==> src/rtl/cpu_pkg.sv <==
// Shared CPU definitions: opcode map, instruction field positions and fetch FSM states.
package cpu_pkg;

  localparam logic [3:0] OP_HALT  = 4'b0000;
  localparam logic [3:0] OP_TYPEA = 4'b1111;

  localparam int OPCODE_MSB = 15;
  localparam int OPCODE_LSB = 12;
  localparam int MDIV_MSB   = 1;
  localparam int MDIV_LSB   = 0;

  typedef enum logic [1:0] {
    ST_RUN  = 2'd0,  // nothing outstanding
    ST_WAIT = 2'd1,  // one read outstanding, response will be used
    ST_DROP = 2'd2,  // one read outstanding, response will be discarded
    ST_HALT = 2'd3
  } fetch_state_t;

  function automatic logic is_halt(input logic [15:0] word);
    return word[OPCODE_MSB:OPCODE_LSB] == OP_HALT;
  endfunction

endpackage

==> src/rtl/fetch_skid_buf.sv <==
// One-entry pending register that catches a returned instruction word when IF/ID cannot take it.
module fetch_skid_buf #(
  parameter int DATA_WIDTH = 16,
  parameter int ADDR_WIDTH = 16
) (
  input  logic                  clk,
  input  logic                  rst_n,
  input  logic                  load,
  input  logic                  drain,
  input  logic                  flush,
  input  logic [DATA_WIDTH-1:0] load_data,
  input  logic [ADDR_WIDTH-1:0] load_addr,
  output logic                  valid,
  output logic [DATA_WIDTH-1:0] data,
  output logic [ADDR_WIDTH-1:0] addr
);

  // NOTE: state uses non-blocking assignments so every flop samples pre-edge values; the
  // payload is reset as well (cheap at one entry) so a flushed buffer never exposes X.
  always_ff @(posedge clk or negedge rst_n) begin
    if (!rst_n) begin
      valid <= 1'b0;
      data  <= '0;
      addr  <= '0;
    end else if (flush) begin
      valid <= 1'b0;
    end else if (load) begin
      // load wins over drain: the old entry moves to IF/ID while the new one takes its place
      valid <= 1'b1;
      data  <= load_data;
      addr  <= load_addr;
    end else if (drain) begin
      valid <= 1'b0;
    end
  end

endmodule

==> src/rtl/fetch_unit.sv <==
// Instruction-fetch stage: PC, single-outstanding imem reads, IF/ID register with skid entry,
// stall / redirect / HALT handling.
module fetch_unit
  import cpu_pkg::*;
#(
  parameter int                  PC_WIDTH    = 16,
  parameter int                  INSTR_WIDTH = 16,
  parameter logic [PC_WIDTH-1:0] RESET_PC    = '0,
  parameter int                  PC_STEP     = 2
) (
  input  logic                   clk,
  input  logic                   rstN,
  output logic                   imemReq,
  output logic [PC_WIDTH-1:0]    imemAddr,
  input  logic                   imemValid,
  input  logic [INSTR_WIDTH-1:0] imemData,
  input  logic                   stall,
  input  logic                   redirectValid,
  input  logic [PC_WIDTH-1:0]    redirectTarget,
  output logic                   instrValid,
  output logic [INSTR_WIDTH-1:0] instr,
  output logic [PC_WIDTH-1:0]    pcOut,
  output logic [3:0]             opcode,
  output logic [1:0]             multiDiv,
  output logic                   halted
);

  localparam logic [PC_WIDTH-1:0] STEP = PC_WIDTH'(PC_STEP);

  fetch_state_t             state_q, state_d;
  logic [PC_WIDTH-1:0]      pc_q, pc_d;
  logic [PC_WIDTH-1:0]      req_pc_q;
  logic                     issue;
  logic                     accept;
  logic                     ifid_free;
  logic                     to_ifid;
  logic                     pend_load;
  logic                     pend_drain;
  logic                     pend_valid;
  logic                     pend_valid_next;
  logic [INSTR_WIDTH-1:0]   pend_instr;
  logic [PC_WIDTH-1:0]      pend_pc;

  // A response is only used while a live request is outstanding and no redirect kills it.
  assign accept     = (state_q == ST_WAIT) && imemValid && !redirectValid;
  assign ifid_free  = !instrValid || !stall;
  assign to_ifid    = accept && ifid_free && !pend_valid;
  assign pend_load  = accept && !to_ifid;
  assign pend_drain = ifid_free && pend_valid;
  assign pend_valid_next = !redirectValid && (pend_load || (pend_valid && !pend_drain));

  fetch_skid_buf #(
    .DATA_WIDTH(INSTR_WIDTH),
    .ADDR_WIDTH(PC_WIDTH)
  ) u_skid (
    .clk      (clk),
    .rst_n    (rstN),
    .load     (pend_load),
    .drain    (pend_drain),
    .flush    (redirectValid),
    .load_data(imemData),
    .load_addr(req_pc_q),
    .valid    (pend_valid),
    .data     (pend_instr),
    .addr     (pend_pc)
  );

  // NOTE: every signal driven here gets a default first, so no path can infer a latch.
  always_comb begin
    state_d = state_q;
    pc_d    = pc_q;
    issue   = 1'b0;
    unique case (state_q)
      ST_RUN: begin
        if (redirectValid) begin
          pc_d = redirectTarget;
        end else if (!pend_valid) begin
          issue   = 1'b1;
          state_d = ST_WAIT;
        end
      end
      ST_WAIT: begin
        if (redirectValid) begin
          pc_d    = redirectTarget;
          state_d = imemValid ? ST_RUN : ST_DROP;
        end else if (imemValid) begin
          if (is_halt(imemData)) begin
            state_d = ST_HALT;
          end else if (!pend_valid_next) begin
            issue = 1'b1;  // back-to-back request keeps a 1-cycle memory fully busy
          end else begin
            state_d = ST_RUN;
          end
        end
      end
      ST_DROP: begin
        if (redirectValid) pc_d = redirectTarget;
        if (imemValid) state_d = ST_RUN;
      end
      ST_HALT: begin
        if (redirectValid) begin
          pc_d    = redirectTarget;
          state_d = ST_RUN;
        end
      end
      default: state_d = ST_RUN;
    endcase
    if (issue) pc_d = pc_q + STEP;
  end

  always_ff @(posedge clk or negedge rstN) begin
    if (!rstN) begin
      state_q  <= ST_RUN;
      pc_q     <= RESET_PC;
      req_pc_q <= '0;
    end else begin
      state_q <= state_d;
      pc_q    <= pc_d;
      if (issue) req_pc_q <= pc_q;
    end
  end

  always_ff @(posedge clk or negedge rstN) begin
    if (!rstN) begin
      instrValid <= 1'b0;
      instr      <= '0;
      pcOut      <= '0;
    end else if (redirectValid) begin
      instrValid <= 1'b0;
    end else if (ifid_free) begin
      if (pend_valid) begin
        instrValid <= 1'b1;
        instr      <= pend_instr;
        pcOut      <= pend_pc;
      end else if (to_ifid) begin
        instrValid <= 1'b1;
        instr      <= imemData;
        pcOut      <= req_pc_q;
      end else begin
        instrValid <= 1'b0;
      end
    end
  end

  // Request is held off while reset is asserted; the FSM is already in RUN at release.
  assign imemReq  = issue && rstN;
  assign imemAddr = pc_q;
  assign opcode   = instr[OPCODE_MSB:OPCODE_LSB];
  assign multiDiv = instr[MDIV_MSB:MDIV_LSB];
  assign halted   = (state_q == ST_HALT);

endmodule

==> config.mk <==
export PLATFORM = sky130hd
export DESIGN_NAME = fetch_unit
export DESIGN_NICKNAME = d
export VERILOG_FILES = /design/src/rtl/cpu_pkg.sv /design/src/rtl/fetch_skid_buf.sv /design/src/rtl/fetch_unit.sv
export SDC_FILE = /design/constraint.sdc
export NUM_CORES = 1
export LEC_CHECK = 0
export CORE_AREA = 2 2 87 89
export CTS_BUF_LIST = sky130_fd_sc_hd__clkbuf_4
export DETAILED_ROUTE_END_ITERATION = 10
export DIE_AREA = 0 0 89 91
export DONT_BUFFER_PORTS = 1
export PLACE_DENSITY = 0.79
export SYNTH_ARGS = -nofsm -noshare
export SYNTH_HDL_FRONTEND = slang
export SYNTH_SLANG_ARGS = --single-unit
==> constraint.sdc <==
create_clock -name clk -period 5.7 [get_ports clk]
set_clock_uncertainty 0.1 [all_clocks]
set_input_delay 1.425 -clock clk [delete_from_list [all_inputs] [get_ports clk]]
set_output_delay 1.425 -clock clk [all_outputs]
set_load 0.005 [all_outputs]
==> run metrics, run 1 <==
status=finished, final reports clean; Critical Path Stages=3; I/O pins=94; TritonCTS clock tree=built; HP Class=flop to flop; layout cells sized above 1=15.0%; Num CTS Buffers=9; gr ovfl total=0; NumNets Final=~430; hold-fix buffers at CTS=0; Syn Area/Cell=~11 µm²; critical path's slowest cell=or4_4; hold depth=2; drt via density=about 6; Critical Path Source Type=input pin; top layer in use=met4; ys flop type=dfrtp_1; sw frac=between 30% and 40%; Seq pwr share=64.0%; R2R setup slack=2.99 ns; core outline area=7140 µm²; GR Util All Layers=approximately 22%; RSZ-0062 raised after global routing=false; final WL=around 8500 µm; Slew Limit Headroom=around a quarter; H-tree levels=3; met2 routed WL=around 4000 µm; clock root buffer=clkbuf_4; worst r2r src=u_skid.valid; Final ANT Viol Nets=0; critical path class=input pin to primary output; First DRT Iteration DRCs=roughly 130; maxcap violations=0; crit end category=primary output; worst slack, placed=between 1 and 1.5 ns; # DRC=0; synth unique cells=45; combinational share of power=a little over an eighth; Rows=31; R2R depth=3; top cell family by delay on the critical path=simple AND/OR/NAND/NOR gates; top-area cell type share of the netlist area=a little under three fifths; maximum clock path buffer count=2; initial core utilization=63.2%; Tot Pwr=around 1600 µW; Num Clock Sinks=100; vias in the first global route=2932; Die W=between 80 and 90 µm; WL/cell=~17 µm; most common cell after layout, fill and taps aside=dfrtp_1; Arr. time, crit path=about 2.8 ns; largest net degree at the start of global routing=between 100 and 150; Cells after Synth=around 410; Setup WS post-layout=approximately 1.4 ns; total number of vias=~3000; post-cts sizing count=0; worst path bufs/invs=0; ant diodes=0; Clock power frac=22.7%; design internal power=around 1100 µW; Lkg Pwr=around 0.002 µW; Area Growth Syn to Fin=2.94%; placer congestion estimate=0.798; Met3 Routed Length=564 µm; Synthesis Warnings=0; Synth area leaders=dfrtp_1 (55%), mux2i_1 (8.7%), mux2_2 (8.2%), nand2_1 (7.7%), o21ai_0 (3.9%); Port Buffers=0; most frequent cells in the layout=dfrtp_1 (99), nand2_1 (92), mux2i_1 (39); final-report setup violation count=0; crit-path max cell delay=approximately 0.56 ns; Post-synth EDFFs=0; Net Count, Synth=443; minimum clock period=4.29 ns; worst endpoint required time=~4.2 ns; initial antenna violation count=0; Synth area leader=dfrtp_1; cell count after placement=around 480; VDD IR max=a little over 0.2 mV; Hold Violations, Final=0; Least-Margin Pin Slew=between 1 and 1.5 ns; fmax=between 200 and 250 MHz; Final period util=around three quarters; worst-skew pair later-pin latency=0.43 ns; pwr/cell area=341 nW/µm²; r2r endpoint=u_skid.data[3]; Async S/R FF share, synth=100%; Seq/Total Area, Yosys=a little under three fifths; NetSw=roughly 480 µW; Worst Setup SP=imemData[14]; die area=between 8000 and 9000 µm²; CP Max Fanout=21; Finished Layout Cells=about 490; global-route wire length before repair=~14000 µm; Synth Cell Area=around 4500 µm²; die height=91 µm; final setup TNS=0 ns; DP HPWL=about 5600 µm; max-slew violations=0; met1 wire length=roughly 3800 µm; CTS clk-pin slew, worst paths=0.14 ns; crit-path cells=or4_4, a31o_1, and2_1; synthesized flop and latch total=100; Setup crit end=imemReq; postcts setup bufs=0; TritonRoute pass-1 iters=4
## flip-flops by register name (all words and copies together), names as in the netlist
name / count
imemAddr: 16
instr: 16
instrValid: 1
pcOut: 16
req_pc_q: 16
state_q: 2
u_skid.addr: 16
u_skid.data: 16
u_skid.valid: 1
## routing by layer
layer	vias to the layer above	track usage [%]
li1	1383	-
met1	1452	32.1
met2	101	31.9
met3	15	5.36
met4	0	10.3
met5	-	0
## worst min-delay path by stage
| stage | startpoint | to | slack, ns |
|---|---|---|---|
| 5_1_grt | req_pc_q[2] | req_pc_q[2] | 0.45 |
| 4_1_cts | req_pc_q[0] | req_pc_q[0] | 0.41 |
| 3_5_place_dp | req_pc_q[0] | req_pc_q[0] | 0.38 |
| 6_report | req_pc_q[0] | req_pc_q[0] | 0.40 |
| 2_1_floorplan | req_pc_q[0] | req_pc_q[0] | 0.35 |
| 3_3_place_gp | req_pc_q[5] | req_pc_q[5] | 0.37 |
## final cells by class
type                       count  area, µm²
timing repair buffer           1       7.51
tap                           99        124
clock buffer                   9       67.6
inverter                       4       15.0
fill                         579       2490
clock inverter                 7       67.6
sequential                   100       2500
multi-input combinational    272       1860
## power groups by stage
| stage | Sequential, µW | Combinational [µW] | Clock [µW] |
|---|---|---|---|
| finish | 1010 | 212 | 359 |
| global placement | 1020 | 201 | 0 |
| detailed placement | 1030 | 215 | 0 |
| CTS | 1020 | 216 | 371 |
| floorplan | 980 | 208 | 0 |
| global route | 1040 | 248 | 400 |
## synthesized netlist by cell type, types with 2 or more instances
cell type,count
and3_1,4
a21boi_0,2
and2_1,3
buf_1,3
or4_1,3
nand2_1,92
nand4_1,2
mux2i_1,39
dfrtp_1,100
clkbuf_1,7
a32o_1,2
a31oi_1,2
mux2_2,33
o21ai_0,35
a31o_1,3
nand3_1,9
o31ai_1,2
buf_2,12
o311ai_0,4
nor2_1,8
a21oi_1,3
or3_1,2
buf_4,6
o211ai_1,5
inv_1,4
## tightest hold or removal path: cells and delay by family (launching register included)
family	cells	cell delay, ns
DFF	1	0.38
and+or+nand+nor	2	0.11
## logic make-up after synthesis
logic type	after synthesis	share of synthesized area [%]
mux	72	16.9
buf+inv	33	3.74
simple gates	133	13.6
fa+ha+maj	1	0.277
flops	100	55.5
compound gates	66	9.98
## stage by stage
| step | utilization [%] | hold slack [ns] | cell area (µm²) |
|---|---|---|---|
| after floorplan | - | 0.355 | 4510 |
| after global placement | 63.2 | 0.373 | 4510 |
| after detailed placement | 63.2 | 0.378 | 4510 |
| after CTS | 65.1 | 0.409 | 4640 |
| after global routing | 65.1 | 0.447 | 4640 |
| final | 65.1 | 0.405 | 4640 |
(Power assumes the default switching activity.)
==> inputs of run 2 (changes only) <==
==> constraint.sdc (replaced) <==
create_clock -name clk -period 4.2 [get_ports clk]
set_clock_uncertainty 0.1 [all_clocks]
set_input_delay 1.05 -clock clk [delete_from_list [all_inputs] [get_ports clk]]
set_output_delay 1.05 -clock clk [all_outputs]
set_load 0.005 [all_outputs]
==> run 2 against run 1 <==
- count of clock-buffer cells in the layout unchanged
- die area unchanged
- flip-flop and latch count unchanged
- core utilization increased by 0.18 points
- combinational power increased by 34%
- critical endpoint unchanged
- largest cell class unchanged
- highest routed layer unchanged
==> run metrics, run 2 (synthesis gave the netlist of run 1 again) <==
maximum clock path buffer count=2 (unchanged); Die W=89 µm (unchanged); worst endpoint required time=3.05 ns (-1.13 ns); core outline area=7140 µm² (unchanged); Critical Path Source Type=input pin; fmax=295 MHz; critical path class=input pin to primary output; Area Growth Syn to Fin=3.22%; max-slew violations=0 (unchanged); First DRT Iteration DRCs=159 (+26%); placer congestion estimate=0.836 (+4.8%); Port Buffers=0 (unchanged); pwr/cell area=461 nW/µm² (+35%); H-tree levels=3 (unchanged); postcts setup bufs=0 (unchanged); HP Class=input pin to async pin; final-report setup violation count=0 (unchanged); global-route wire length before repair=14300 µm (+0.98%); largest net degree at the start of global routing=102 (unchanged); NumNets Final=428 (+0.47%); worst slack, placed=0.812 ns (-0.598 ns); initial antenna violation count=0 (unchanged); Hold Violations, Final=0 (unchanged); TritonRoute pass-1 iters=4 (unchanged); clock root buffer=clkbuf_4; hold-fix buffers at CTS=0 (unchanged); CP Max Fanout=21 (unchanged); VDD IR max=0.223 mV (+10%); most frequent cells in the layout=dfrtp_1 (99), nand2_1 (92), mux2i_1 (39); cell count after placement=478 (+0.42%); crit end category=primary output; CTS clk-pin slew, worst paths=0.15 ns (about the same); minimum clock period=between 3 and 4 ns; DP HPWL=5660 µm (+0.34%); Num CTS Buffers=9 (unchanged); # DRC=0 (unchanged); die area=8100 µm² (unchanged); crit-path max cell delay=0.57 ns (about the same); Setup WS post-layout=0.805 ns (-0.601 ns); maxcap violations=0 (unchanged); status=finished, final reports clean; Final ANT Viol Nets=0 (unchanged); vias in the first global route=2955 (+0.78%); most common cell after layout, fill and taps aside=dfrtp_1; die height=91 µm (unchanged); initial core utilization=63.2% (unchanged); total number of vias=2941 (-0.34%); TritonCTS clock tree=built; drt via density=5.97 (-0.54%); Rows=31 (unchanged); final WL=8400 µm (-1.5%); I/O pins=94 (unchanged); critical path's slowest cell=or4_4; Least-Margin Pin Slew=0.948 ns (-0.198 ns); crit-path cells=or4_4, a31o_1, buf_4, and2_1; WL/cell=17.0 µm (-1.7%); GR Util All Layers=22.6% (+0.30 points); layout cells sized above 1=15.2% (+0.22 points); Fin Hold WS=0.178 ns (-0.227 ns); worst-skew pair later-pin latency=0.44 ns (about the same); ant diodes=0 (unchanged); Finished Layout Cells=493 (+0.20%); Lkg Pwr=0.00206 µW (+0.16%); Final period util=roughly four fifths; final setup TNS=0 ns (unchanged); Arr. time, crit path=2.24 ns (-0.53 ns); Slew Limit Headroom=36.7% (+13 points); Num Clock Sinks=100 (unchanged); RSZ-0062 raised after global routing=false; gr ovfl total=0 (unchanged); post-cts sizing count=0 (unchanged); R2R setup slack=1.95 ns (-1.04 ns)
## run 2: critical path, delay by kind of cell
kind                   cells  cell delay (ns)
AND/OR/NAND/NOR            2             0.77
AO/OA/AOI/OAI              1             0.23
buffers and inverters      1             0.20
## run 2: area by class of cell
cell class              instances  area, µm²
inverters                       4       15.0
fillers                       598       2480
flip-flops and latches        100       2500
well taps                      99        124
multi-input cells             272       1860
clock inverters                 6       65.1
clock buffers                   9       67.6
repair buffers                  3       22.5
## run 2: path summary, 6_finish.rpt
| path | startpoint | depth (start not counted) | end |
|---|---|---|---|
| worst max-delay path | imemData[14] | 4 | imemReq |
| worst min-delay path | rstN | 0 | pcOut[7] |
| worst max register to register | state_q[1] | 3 | u_skid.data[6] |
| worst min register to register | req_pc_q[4] | 2 | req_pc_q[4] |
| max in group asynchronous | rstN | 0 | u_skid.valid |
| min in group clk | req_pc_q[4] | 2 | req_pc_q[4] |
## run 2: per-stage QoR
stage | area [µm²] | utilization (%) | total power, µW
2_1_floorplan | 4510 | - | 1610
3_3_place_gp | 4520 | 63.4 | 1660
3_5_place_dp | 4520 | 63.4 | 1690
4_1_cts | 4660 | 65.3 | 2170
5_1_grt | 4660 | 65.3 | 2300
6_report | 4660 | 65.3 | 2150
## run 2: power breakdown
group / internal (µW) / switching (µW) / total, µW / leakage, µW
combinational: 142 / 144 / 285 / 0.000710
clock: 178 / 311 / 489 / 0.0000621
sequential: 1180 / 196 / 1370 / 0.00129
## run 2: layer usage
layer / vias to the layer above / part of all wire, % / routed length (µm) / track usage (%)
li1: 1387 / - / - / -
met1: 1457 / 43 / 3620 / 31.5
met2: 90 / 48 / 4060 / 34.6
met3: 7 / 7.7 / 648 / 6.82
met4: 0 / 0.90 / 76 / 6.22
met5: - / 0 / 0 / 0
==> inputs of run 3 (changes only) <==
--- a/config.mk
+++ b/config.mk
@@ -5,12 +5,12 @@
 export SDC_FILE = /design/constraint.sdc
 export NUM_CORES = 1
 export LEC_CHECK = 0
-export CORE_AREA = 2 2 87 89
+export CORE_AREA = 2 2 91 93
 export CTS_BUF_LIST = sky130_fd_sc_hd__clkbuf_4
 export DETAILED_ROUTE_END_ITERATION = 10
-export DIE_AREA = 0 0 89 91
+export DIE_AREA = 0 0 93 95
 export DONT_BUFFER_PORTS = 1
-export PLACE_DENSITY = 0.79
+export PLACE_DENSITY = 0.76
 export SYNTH_ARGS = -nofsm -noshare
 export SYNTH_HDL_FRONTEND = slang
 export SYNTH_SLANG_ARGS = --single-unit
==> constraint.sdc (replaced) <==
create_clock -name clk -period 2.8 [get_ports clk]
set_clock_uncertainty 0.1 [all_clocks]
set_input_delay 0.7 -clock clk [delete_from_list [all_inputs] [get_ports clk]]
set_output_delay 0.7 -clock clk [all_outputs]
set_load 0.005 [all_outputs]
==> run 3 against run 2 <==
- the flow now finishes with violations (negative hold slack)
- clock power grew 48%
- worst hold slack worse by 0.34 ns
- count of clock-buffer cells in the layout is 1 higher
- non-clock buffer count rose by 3
- combinational power rose by 53%
- register-to-register slack got worse by 1.2 ns
- critical path depth fell by 1
- first-iteration DRC count down 8.8%
- wire length is 1.8% higher
- largest power group unchanged
==> run metrics, run 3 (synthesis gave the netlist of run 1 again) <==
final setup TNS=0 ns (unchanged); TritonCTS clock tree=built; HP Class=input pin to async pin; maximum clock path buffer count=2 (unchanged); initial antenna violation count=0 (unchanged); Num CTS Buffers=9 (unchanged); worst-skew pair later-pin latency=0.43 ns (about the same); Die W=93 µm (+4.5%); largest net degree at the start of global routing=102 (unchanged); DP HPWL=5740 µm (+1.4%); Lkg Pwr=0.00208 µW (+0.89%); met2 usage=30.3% (-4.3 points); CP Max Fanout=9 (-57%); critical path's slowest cell=dfrtp_1; WL/cell=17.0 µm (about the same); worst endpoint required time=2.00 ns (-1.05 ns); H-tree levels=3 (unchanged); I/O pins=94 (unchanged); Tot Pwr=3220 µW (+50%); Hold Violations, Final=100 (+100); vias in the first global route=2811 (-4.9%); crit-path cells=and4bb_4, a31o_1, and2_1; Critical Path Source Type=flop; drt via density=5.79 (-2.9%); Finished Layout Cells=502 (+1.8%); gr ovfl total=0 (unchanged); die area=8840 µm² (+9.1%); layout cells sized above 1=15.9% (+0.64 points); global-route wire length before repair=14100 µm (-1.3%); crit-path max cell delay=0.50 ns (-0.07 ns); clock root buffer=clkbuf_4; Rows=33 (+6.5%); Finished Core Util=59.0% (-6.2 points); Area Growth Syn to Fin=3.69%; failing checks=negative hold slack; CTS clk-pin slew, worst paths=0.15 ns (about the same); fmax=~400 MHz; Num Clock Sinks=100 (unchanged); Fin Hold WS=-0.164 ns (-0.342 ns); M1 GR Usage=28.5% (-3.0 points); RSZ-0062 raised after global routing=false; crit end category=primary output; most common cell after layout, fill and taps aside=dfrtp_1; ant diodes=0 (unchanged); Port Buffers=0 (unchanged); Arr. time, crit path=1.70 ns (-0.54 ns); First DRT Iteration DRCs=145 (-8.8%); final WL=8550 µm (+1.8%); Final ANT Viol Nets=0 (unchanged); most frequent cells in the layout=dfrtp_1 (99), nand2_1 (92), mux2i_1 (39); status=finished with violations; # DRC=0 (unchanged); VDD IR max=0.280 mV (+26%); critical path class=flop to primary output; cell count after placement=487 (+1.9%); TritonRoute pass-1 iters=4 (unchanged); Least-Margin Pin Slew=0.604 ns (-0.344 ns); final-report setup violation count=0 (unchanged); postcts setup bufs=0 (unchanged); NumNets Final=431 (+0.70%); initial core utilization=56.9% (-6.3 points); top cell family by delay on the critical path=simple AND/OR/NAND/NOR gates; GR Util All Layers=20.4% (-2.1 points); R2R setup slack=0.72 ns (-1.23 ns); Final period util=roughly nine tenths; total number of vias=2907 (-1.2%); most used routing layer=met2; die height=95 µm (+4.4%); minimum clock period=around 2.5 ns; maxcap violations=0 (unchanged); worst path bufs/invs=0 (-1); placer congestion estimate=0.837 (about the same); Slew Limit Headroom=59.7% (+23 points); core outline area=7930 µm² (+11%); pwr/cell area=688 nW/µm² (+49%); max-slew violations=0 (unchanged); post-cts sizing count=0 (unchanged); met3 GRT Util=4.95% (-1.9 points)
## run 3: final cells by class
cell class	instances	area (µm²)
clock buffer	10	75.1
clock inverter	5	53.8
fill	686	3250
inverter	4	15.0
multi-input combinational	272	1850
sequential	100	2500
tap	105	131
timing repair buffer	6	45.0
## run 3: path summary, 6_finish.rpt
kind / from / cells after the start / endpoint
setup / recovery: state_q[1] / 3 / imemReq
hold / removal: rstN / 0 / u_skid.addr[7]
setup reg to reg: state_q[1] / 5 / imemAddr[15]
hold reg to reg: req_pc_q[2] / 2 / req_pc_q[2]
max in group asynchronous: rstN / 0 / pcOut[0]
min in group clk: redirectValid / 1 / u_skid.valid
## run 3: layer usage
layer / wire (µm) / vias up
met5: 0 / -
met4: 205 / 0
met3: 634 / 14
met2: 3920 / 105
met1: 3800 / 1388
li1: - / 1400
## run 3: power breakdown
group	internal [µW]	total, µW	leakage (µW)	switching [µW]
Clock	274	723	0.0000659	450
Combinational	217	435	0.000724	218
Sequential	1770	2060	0.00129	294
Total	2260	3220	0.00208	961
## run 3: per-stage QoR
step / instance area, µm² / worst slack [ns]
floorplan: 4510 / 0.183
global placement: 4550 / 0.324
detailed placement: 4550 / 0.326
CTS: 4680 / 0.277
global route: 4680 / 0.223
finish: 4680 / 0.304
